$ cat src/rtl/gpio_apb_arbiter.sv
// ---------------------------------------------------------------------------
// gpio_apb_arbiter
//
// Shares one APB slave port (the GPIO block) between two on-chip requesters.
// Each requester presents one request at a time. When both are pending, a
// round-robin pointer picks the winner. The block then runs a standard
// two-phase APB transfer (SETUP, then ACCESS). When the transfer ends, the
// winner gets a one-cycle ready pulse together with its read data. If the
// slave holds PREADY low for too long, the transfer is aborted with err = 1.
//
// Handshake contract (requester side):
//   reqN_valid is raised with reqN_write/addr/wdata/strb stable and held until
//   the cycle in which reqN_ready pulses. The fields are sampled only at the
//   grant edge. reqN_err and reqN_rdata are meaningful in the reqN_ready
//   cycle. reqN_rdata then holds until the next completion to that requester.
//
// Ports:
//   clock, reset                 rising-edge clock, synchronous active-high reset
//   req{0,1}_valid/write/addr/wdata/strb   request inputs
//   req{0,1}_ready/err/rdata     completion outputs (registered)
//   Paddr, Pwdata, Pstrb, Pwrite, Psel, Penable   APB master outputs (registered)
//   Prdata, Pready               APB slave response
//   dbg_state                    current FSM state (0 IDLE, 1 SETUP, 2 ACCESS)
//
// Parameter:
//   TIMEOUT  ACCESS cycles without Pready before abort (1..255)
// ---------------------------------------------------------------------------
module gpio_apb_arbiter #(
   parameter int unsigned TIMEOUT = 16
) (
   input  logic        clock,
   input  logic        reset,

   input  logic        req0_valid,
   input  logic        req0_write,
   input  logic [31:0] req0_addr,
   input  logic [31:0] req0_wdata,
   input  logic [3:0]  req0_strb,
   output logic        req0_ready,
   output logic        req0_err,
   output logic [31:0] req0_rdata,

   input  logic        req1_valid,
   input  logic        req1_write,
   input  logic [31:0] req1_addr,
   input  logic [31:0] req1_wdata,
   input  logic [3:0]  req1_strb,
   output logic        req1_ready,
   output logic        req1_err,
   output logic [31:0] req1_rdata,

   output logic [31:0] Paddr,
   output logic [31:0] Pwdata,
   output logic [3:0]  Pstrb,
   output logic        Pwrite,
   output logic        Psel,
   output logic        Penable,
   input  logic [31:0] Prdata,
   input  logic        Pready,

   output logic [1:0]  dbg_state
);

   localparam logic [7:0] TIMEOUT_CNT = TIMEOUT[7:0];

   typedef enum logic [1:0] {
      ST_IDLE   = 2'd0,
      ST_SETUP  = 2'd1,
      ST_ACCESS = 2'd2
   } state_t;

   state_t      state_q;
   logic        last_grant_q;   // index of the requester served last
   logic        gnt_q;          // index of the requester in flight
   logic [7:0]  wait_cnt_q;

   logic [31:0] paddr_q;
   logic [31:0] pwdata_q;
   logic [3:0]  pstrb_q;
   logic        pwrite_q;
   logic        psel_q;
   logic        penable_q;

   logic        req0_ready_q;
   logic        req0_err_q;
   logic [31:0] req0_rdata_q;
   logic        req1_ready_q;
   logic        req1_err_q;
   logic [31:0] req1_rdata_q;

   // Arbitration decision and the winner's request fields.
   logic        elig0_d;
   logic        elig1_d;
   logic        grant_any_d;
   logic        grant_idx_d;
   logic [31:0] win_addr_d;
   logic [31:0] win_wdata_d;
   logic [3:0]  win_strb_d;
   logic        win_write_d;
   logic        timeout_hit_d;

   always_comb begin
      // A requester whose ready pulse is high this cycle is still holding
      // valid for the request that just completed, so it must not be
      // re-granted on the same edge.
      elig0_d     = req0_valid & ~req0_ready_q;
      elig1_d     = req1_valid & ~req1_ready_q;
      grant_any_d = elig0_d | elig1_d;

      // Tie goes to the requester that was not served last. Otherwise the
      // single eligible requester wins.
      if (elig0_d && elig1_d) begin
         grant_idx_d = ~last_grant_q;
      end else begin
         grant_idx_d = elig1_d;
      end

      win_addr_d  = grant_idx_d ? req1_addr  : req0_addr;
      win_wdata_d = grant_idx_d ? req1_wdata : req0_wdata;
      win_strb_d  = grant_idx_d ? req1_strb  : req0_strb;
      win_write_d = grant_idx_d ? req1_write : req0_write;

      // Pready takes priority over the timeout in the same cycle, so this
      // term only matters when Pready is low.
      timeout_hit_d = (wait_cnt_q == TIMEOUT_CNT);
   end

   always_ff @(posedge clock) begin
      if (reset) begin
         state_q      <= ST_IDLE;
         last_grant_q <= 1'b1;   // req0 wins the first tie
         gnt_q        <= 1'b0;
         wait_cnt_q   <= 8'd0;
         paddr_q      <= 32'd0;
         pwdata_q     <= 32'd0;
         pstrb_q      <= 4'd0;
         pwrite_q     <= 1'b0;
         psel_q       <= 1'b0;
         penable_q    <= 1'b0;
         req0_ready_q <= 1'b0;
         req0_err_q   <= 1'b0;
         req0_rdata_q <= 32'd0;
         req1_ready_q <= 1'b0;
         req1_err_q   <= 1'b0;
         req1_rdata_q <= 32'd0;
      end else begin
         // Ready and err are single-cycle pulses.
         req0_ready_q <= 1'b0;
         req0_err_q   <= 1'b0;
         req1_ready_q <= 1'b0;
         req1_err_q   <= 1'b0;

         case (state_q)
            ST_IDLE: begin
               if (grant_any_d) begin
                  paddr_q    <= win_addr_d;
                  pwdata_q   <= win_wdata_d;
                  pstrb_q    <= win_strb_d;
                  pwrite_q   <= win_write_d;
                  gnt_q      <= grant_idx_d;
                  wait_cnt_q <= 8'd0;
                  psel_q     <= 1'b1;
                  penable_q  <= 1'b0;
                  state_q    <= ST_SETUP;
               end
            end

            ST_SETUP: begin
               penable_q <= 1'b1;
               state_q   <= ST_ACCESS;
            end

            ST_ACCESS: begin
               if (Pready) begin
                  if (gnt_q) begin
                     req1_ready_q <= 1'b1;
                     if (!pwrite_q) begin
                        req1_rdata_q <= Prdata;
                     end
                  end else begin
                     req0_ready_q <= 1'b1;
                     if (!pwrite_q) begin
                        req0_rdata_q <= Prdata;
                     end
                  end
                  last_grant_q <= gnt_q;
                  psel_q       <= 1'b0;
                  penable_q    <= 1'b0;
                  state_q      <= ST_IDLE;
               end else if (timeout_hit_d) begin
                  // Slave never answered: abort with err and zero data.
                  if (gnt_q) begin
                     req1_ready_q <= 1'b1;
                     req1_err_q   <= 1'b1;
                     req1_rdata_q <= 32'd0;
                  end else begin
                     req0_ready_q <= 1'b1;
                     req0_err_q   <= 1'b1;
                     req0_rdata_q <= 32'd0;
                  end
                  last_grant_q <= gnt_q;
                  psel_q       <= 1'b0;
                  penable_q    <= 1'b0;
                  state_q      <= ST_IDLE;
               end else begin
                  wait_cnt_q <= wait_cnt_q + 8'd1;
               end
            end

            default: begin
               psel_q    <= 1'b0;
               penable_q <= 1'b0;
               state_q   <= ST_IDLE;
            end
         endcase
      end
   end

   assign Paddr      = paddr_q;
   assign Pwdata     = pwdata_q;
   assign Pstrb      = pstrb_q;
   assign Pwrite     = pwrite_q;
   assign Psel       = psel_q;
   assign Penable    = penable_q;

   assign req0_ready = req0_ready_q;
   assign req0_err   = req0_err_q;
   assign req0_rdata = req0_rdata_q;
   assign req1_ready = req1_ready_q;
   assign req1_err   = req1_err_q;
   assign req1_rdata = req1_rdata_q;

   assign dbg_state  = state_q;

endmodule
$ cat config.mk
export PLATFORM = sky130hd
export DESIGN_NAME = gpio_apb_arbiter
export DESIGN_NICKNAME = d
export VERILOG_FILES = /design/src/rtl/gpio_apb_arbiter.sv
export SDC_FILE = /design/constraint.sdc
export NUM_CORES = 1
export LEC_CHECK = 0
export BUFFER_PORTS_ARGS = -buffer_cell sky130_fd_sc_hd__buf_2
export CELL_PAD_IN_SITES_DETAIL_PLACEMENT = 1
export CELL_PAD_IN_SITES_GLOBAL_PLACEMENT = 1
export CORE_ASPECT_RATIO = 1.25
export CORE_MARGIN = 2
export CORE_UTILIZATION = 32
export DETAILED_ROUTE_END_ITERATION = 10
export GPL_TIMING_DRIVEN = 0
export HOLD_SLACK_MARGIN = 0.06
export PLACE_DENSITY = 0.8
export SKIP_CTS_REPAIR_TIMING = 1
export SYNTH_ARGS = -nofsm -noshare
export SYNTH_HDL_FRONTEND = slang
export SYNTH_SLANG_ARGS = --single-unit
$ cat constraint.sdc
create_clock -name clock -period 2.05 [get_ports clock]
set_clock_uncertainty 0.1 [all_clocks]
set_input_delay 0.41 -clock clock [delete_from_list [all_inputs] [get_ports clock]]
set_output_delay 0.41 -clock clock [all_outputs]
set_load 0.1 [all_outputs]
==> impl_metrics.yaml, run 1 <==
worst_hold_path:
  holdCritStartpoint: "Prdata[29]"
  hold_path.class: "primary input to flop"
  min_to: "req1_rdata[29]"
  hold_depth: 2
worst_setup_path:
  crit_top_cell: "a21oi_2"
  regToRegEndpoint: "req0_rdata[15]"
  start_kind: "flop"
  arrival_ps: 2240
  cp_cell_sequence: "inv_1, ha_1, and4bb_2, nand3b_1, a21oi_2, a21oi_2, buf_4, a22o_1"
  crit_family: "compound AO/OA/AOI/OAI gates"
  critPathMaxStageDelay_ps: 320
  setup.worst_path.end_class: "flop"
  worst-path-buf-inv: 2
  cp_slowest_cell: "dfxtp_1"
  cp.required_ps: 2260
  reg2reg_slack_ps: 20
  worstRegToRegCells: 8
  setup.worst_path.class: "flop to flop"
  worstReg2RegStart: "wait_cnt_q[0]"
  cp_max_fo: 10
synth:
  synth.net_count: 725
  synth_top_flop_cell: "dfxtp_1"
  ys_types: 32
  avgSynthCellArea_um2: 10.4
  synth-seq-cells: 150
  yosysSeqAreaShare_pct: 52.8
  synth_warnings: 0
  syn_area_mm2: 0.00568
  netlist_instances: 548
  synth-edff-count: 0
  ys_async_sr_fraction_pct: 0
cts:
  cts_sinks: 150
  clock_path_buffers: 2
  cts_inserted_buffers: 17
  clk_pin_slew_ps: 70
  cts_tree: "built"
  cts_max_level: 4
  cts-root-buf: "clkbuf_16"
  clock_latency_ps: 420
timing:
  setup_viol: 0
  hold_violations: 0
  fin_ws_ps: 22.5
  fmax_mhz: 493
  rsz0062_at_grt: "true"
  tightest_slew_ps: 586
  period_share_pct: 98.9
  report.final.slew_viol_count: 0
  relSlewSlack_pct: 61.0
  layout_min_cycle_time_ps: 2030
route:
  first_pass_iters: 4
  drcViolationCount: 0
  ant_nets: 0
  top_layer: "met5"
  drt-total-wl_um: 20800
  wl_met1_um: 7950
  viasPerCell: 4.98
  met3WireLength_um: 1940
  routedWlPerCell_um: 18.5
  dr_wl_met2_um: 10500
  drtIter0Drc: 163
  vias: 5587
place:
  gp_congestion: 0.808
  dp_slack_ps: -531
  place_area_mm2: 0.00754
  io_buffers: 314
  place_inst: 1086
  hpwl_um: 16300
power:
  p_clk_share_pct: 33.6
  switching_power_mw: 3.46
  powerDensity_mw_per_mm2: 1060
  finalPower_mw: 8.72
  leakagePower_nw: 4.21
  swShare_pct: 39.7
  ir_worst_vdd_uv: 520
  seq_power_share_pct: 37.0
  comb_power_share_pct: 29.4
  p_int_mw: 5.26
final_layout:
  drive_gt1_share_pct: 43.6
  final_common_cell: "buf_2"
  area_growth_pct: 44.4
  layout.nets: 1060
  stdcell_count: 1122
  final_area_mm2: 0.00821
  final_cell_mix: "buf_2, dfxtp_1, nor2_1"
  fin_util_pct: 47.1
floorplan:
  placement_rows: 54
  die_w_um: 123
  pin_count: 316
  initial_core_util_pct: 32.6
  die-area_mm2: 0.0189
  die_h_um: 153
  design.core.area_mm2: 0.0174
status:
  outcome: "finished, final reports clean"
global_route:
  antenna_found_initial: 3
  grt_max_degree: 17
  first_global_vias: 5705
  gr-usage-all-layers_pct: 21.6
  overflow: 0
  grt_pass1_wl_um: 31300
job:
  maxCapViolCount: 0
[state kept, by name, indices dropped and copies added (netlist names)]
register	count
Paddr	32
req0_ready	1
wait_cnt_q	8
req1_rdata	32
dbg_state	2
req1_err	1
req1_ready	1
Pwrite	1
gnt_q	1
req0_err	1
Pwdata	32
last_grant_q	1
req0_rdata	32
Pstrb	4
Psel	1
[layout make-up]
class	instances	area [µm²]
Clock buffer	19	443
Tap cell	224	280
Clock inverter	13	110
Inverter	8	30.0
Fill cell	2092	9220
Timing Repair Buffer	316	1600
Buffer	46	246
Antenna cell	2	5.00
Multi-Input combinational cell	344	2490
Sequential cell	150	3010
[metal layers]
metal	GRT usage, %	vias up
li1	-	2692
met1	23.2	2623
met2	38.4	246
met3	8.36	24
met4	6.87	2
met5	0	-
[power groups by stage]
stage          Clock, mW  Sequential, mW  Combinational [mW]
2_1_floorplan          0            4.69               0.544
5_1_grt             3.14            3.25                2.69
3_3_place_gp           0            3.28                2.53
6_report            2.93            3.23                2.57
3_5_place_dp           0            3.29                2.55
4_1_cts             3.01            3.23                2.55
[synthesized netlist by cell type, types with 7 or more instances]
| library cell | n | area, µm² |
|---|---|---|
| clkbuf_1 | 20 | 75.1 |
| a211oi_1 | 70 | 526 |
| mux2i_1 | 70 | 701 |
| dfxtp_1 | 150 | 3000 |
| nor2_1 | 81 | 304 |
| nand2_1 | 7 | 26.3 |
| a22o_1 | 64 | 561 |
| buf_2 | 19 | 95.1 |
| a21oi_1 | 12 | 60.1 |
| inv_1 | 8 | 30.0 |
[metrics by stage]
step / setup TNS (ps) / hold slack (ps)
floorplan: 0 / 340
global placement: -43620 / 355
detailed placement: -44230 / 361
CTS: -33230 / 89.9
global route: -3370 / 92.4
finish: 0 / 113
[worst max-delay path by stage]
stage / from / end / slack [ps] / cells after the start
6_report: wait_cnt_q[0] / req0_rdata[15] / 20 / 8
5_1_grt: wait_cnt_q[0] / req0_rdata[17] / -90 / 8
4_1_cts: req1_ready / Pwdata[20] / -440 / 5
3_5_place_dp: req0_valid / Pwdata[16] / -530 / 6
3_3_place_gp: req1_valid / Pwdata[16] / -540 / 6
2_1_floorplan: Pwrite / req0_rdata[10] / 4 / 5
[cells by family after synthesis]
| kind of cell | count (synthesis) | share of synthesized area [%] |
|---|---|---|
| AO/OA/AOI/OAI | 161 | 21.9 |
| adder cells (fa/ha/maj) | 2 | 0.440 |
| buffers and inverters | 54 | 4.05 |
| flip-flops | 150 | 52.8 |
| multiplexers | 71 | 12.5 |
| AND/OR/NAND/NOR | 110 | 8.25 |
No activity file was read; power rests on OpenSTA's default activity.
==> run 2, diff against run 1 <==
PLACE_DENSITY = not set   (was 0.8)
PLACE_DENSITY_LB_ADDON = 0.1   (was not set)
==> run 2 against run 1 <==
Compared with the run above: cell count grew 0.45%; fmax rose by 1.7%; critical path depth is the same; largest power group is now clock; highest routed layer is now met4.
==> impl_metrics.yaml, run 2 (synthesis results as in run 1) <==
cts:
  clock_path_buffers: 2
  cts_inserted_buffers: 17
  clk_pin_slew_ps: 60
  cts-root-buf: "clkbuf_16"
  cts_tree: "built"
  cts_max_level: 4
  cts_sinks: 150
  clock_latency_ps: 420
floorplan:
  pin_count: 316
  design.core.area_mm2: 0.0174
  placement_rows: 54
  die_w_um: 123
  initial_core_util_pct: 32.6
  die_h_um: 153
  die-area_mm2: 0.0189
route:
  vias: 5545
  dr_wl_met2_um: 10800
  viasPerCell: 4.92
  routedWlPerCell_um: 18.3
  ant_nets: 0
  drcViolationCount: 0
  first_pass_iters: 4
  top_layer: "met4"
  drtIter0Drc: 174
  met3WireLength_um: 1790
  drt-total-wl_um: 20700
  wl_met1_um: 7710
final_layout:
  ff_latch_area_mm2: 0.00301
  final_area_mm2: 0.00839
  layout.nets: 1067
  area_growth_pct: 47.5
  fillCellCount: 2090
  final_cell_mix: "buf_2, dfxtp_1, nor2_1"
  stdcell_count: 1127
  multi_input_area_mm2: 0.00252
  n_antenna_cell: 0
  final_common_cell: "buf_2"
  drive_gt1_share_pct: 45.2
worst_hold_path:
  min_to: "req1_rdata[8]"
  hold_depth: 2
  hold_path.class: "primary input to flop"
  holdCritStartpoint: "Prdata[8]"
timing:
  fmax_mhz: 502
  relSlewSlack_pct: 64.3
  layout_min_cycle_time_ps: 1990
  period_share_pct: 97.3
  final.setup.tns_ps: 0
  setup_viol: 0
  rsz0062_at_grt: "true"
  report.final.slew_viol_count: 0
  tightest_slew_ps: 536
  hold_violations: 0
  fin_ws_ps: 56.2
worst_setup_path:
  setup.worst_path.end_class: "flop"
  start_kind: "flop"
  worstRegToRegCells: 8
  cp.required_ps: 2260
  cp_max_fo: 8
  worstReg2RegStart: "wait_cnt_q[0]"
  arrival_ps: 2200
  regToRegEndpoint: "req1_rdata[27]"
  reg2reg_slack_ps: 60
  setup.worst_path.class: "flop to flop"
place:
  gp_congestion: 0.787
  place_inst: 1086
  place_area_mm2: 0.00754
  dp_slack_ps: -379
  io_buffers: 314
  hpwl_um: 16200
global_route:
  first_global_vias: 5969
  grt_max_degree: 17
  grt_pass1_wl_um: 31300
  gr-usage-all-layers_pct: 21.4
  antenna_found_initial: 1
  overflow: 0
power:
  powerDensity_mw_per_mm2: 1090
  leakagePower_nw: 4.32
  finalPower_mw: 9.15
  ir_worst_vdd_uv: 524
status:
  outcome: "finished, final reports clean"
job:
  maxCapViolCount: 0
[run 2: power breakdown]
group / internal [mW] / switching, mW / leakage (nW) / total, mW
Clock: 1.99 / 1.34 / 0.309 / 3.33
Sequential: 3.12 / 0.114 / 1.23 / 3.23
Combinational: 0.542 / 2.05 / 2.78 / 2.59
[run 2: worst max-delay path by stage]
stage	to	slack, ps	depth (start not counted)	startpoint
after floorplan	req0_rdata[10]	4	5	Pwrite
after global placement	Pwdata[13]	-310	6	req1_valid
after detailed placement	Pwdata[9]	-380	6	req1_valid
after CTS	Pwdata[9]	-270	5	req1_ready
after global routing	Paddr[20]	-20	6	req0_ready
final	req1_rdata[27]	60	8	wait_cnt_q[0]
[run 2: layout make-up]
class | count | share of cell area, %
clock inverter | 14 | 2.21
clock buffer | 18 | 5.24
buffer | 45 | 3.15
sequential | 150 | 35.9
inverter | 8 | 0.358
multi-input combinational | 344 | 30.0
tap | 224 | 3.34
timing repair buffer | 324 | 19.8
[run 2: through the flow]
step           utilization, %  hold slack, ps
3_5_place_dp             43.3             360
2_1_floorplan               -             340
5_1_grt                  48.1             101
6_report                 48.1             115
3_3_place_gp             43.3             355
4_1_cts                  46.8             101
[run 2: metal layers]
layer  vias to the layer above  track usage, %
met5                         -               0
met2                       231            39.2
li1                       2692               -
met3                        25            7.72
met1                      2597            22.3
met4                         0            6.39
[run 2: critical path, stage by stage (launching register included)]
cell and delay (ps):
dfxtp_2 330, inv_2 60, ha_1 140, and4bb_2 260, nand3b_1 170, a21oi_4 250, a21oi_4 160, buf_6 180
a22o_1 220
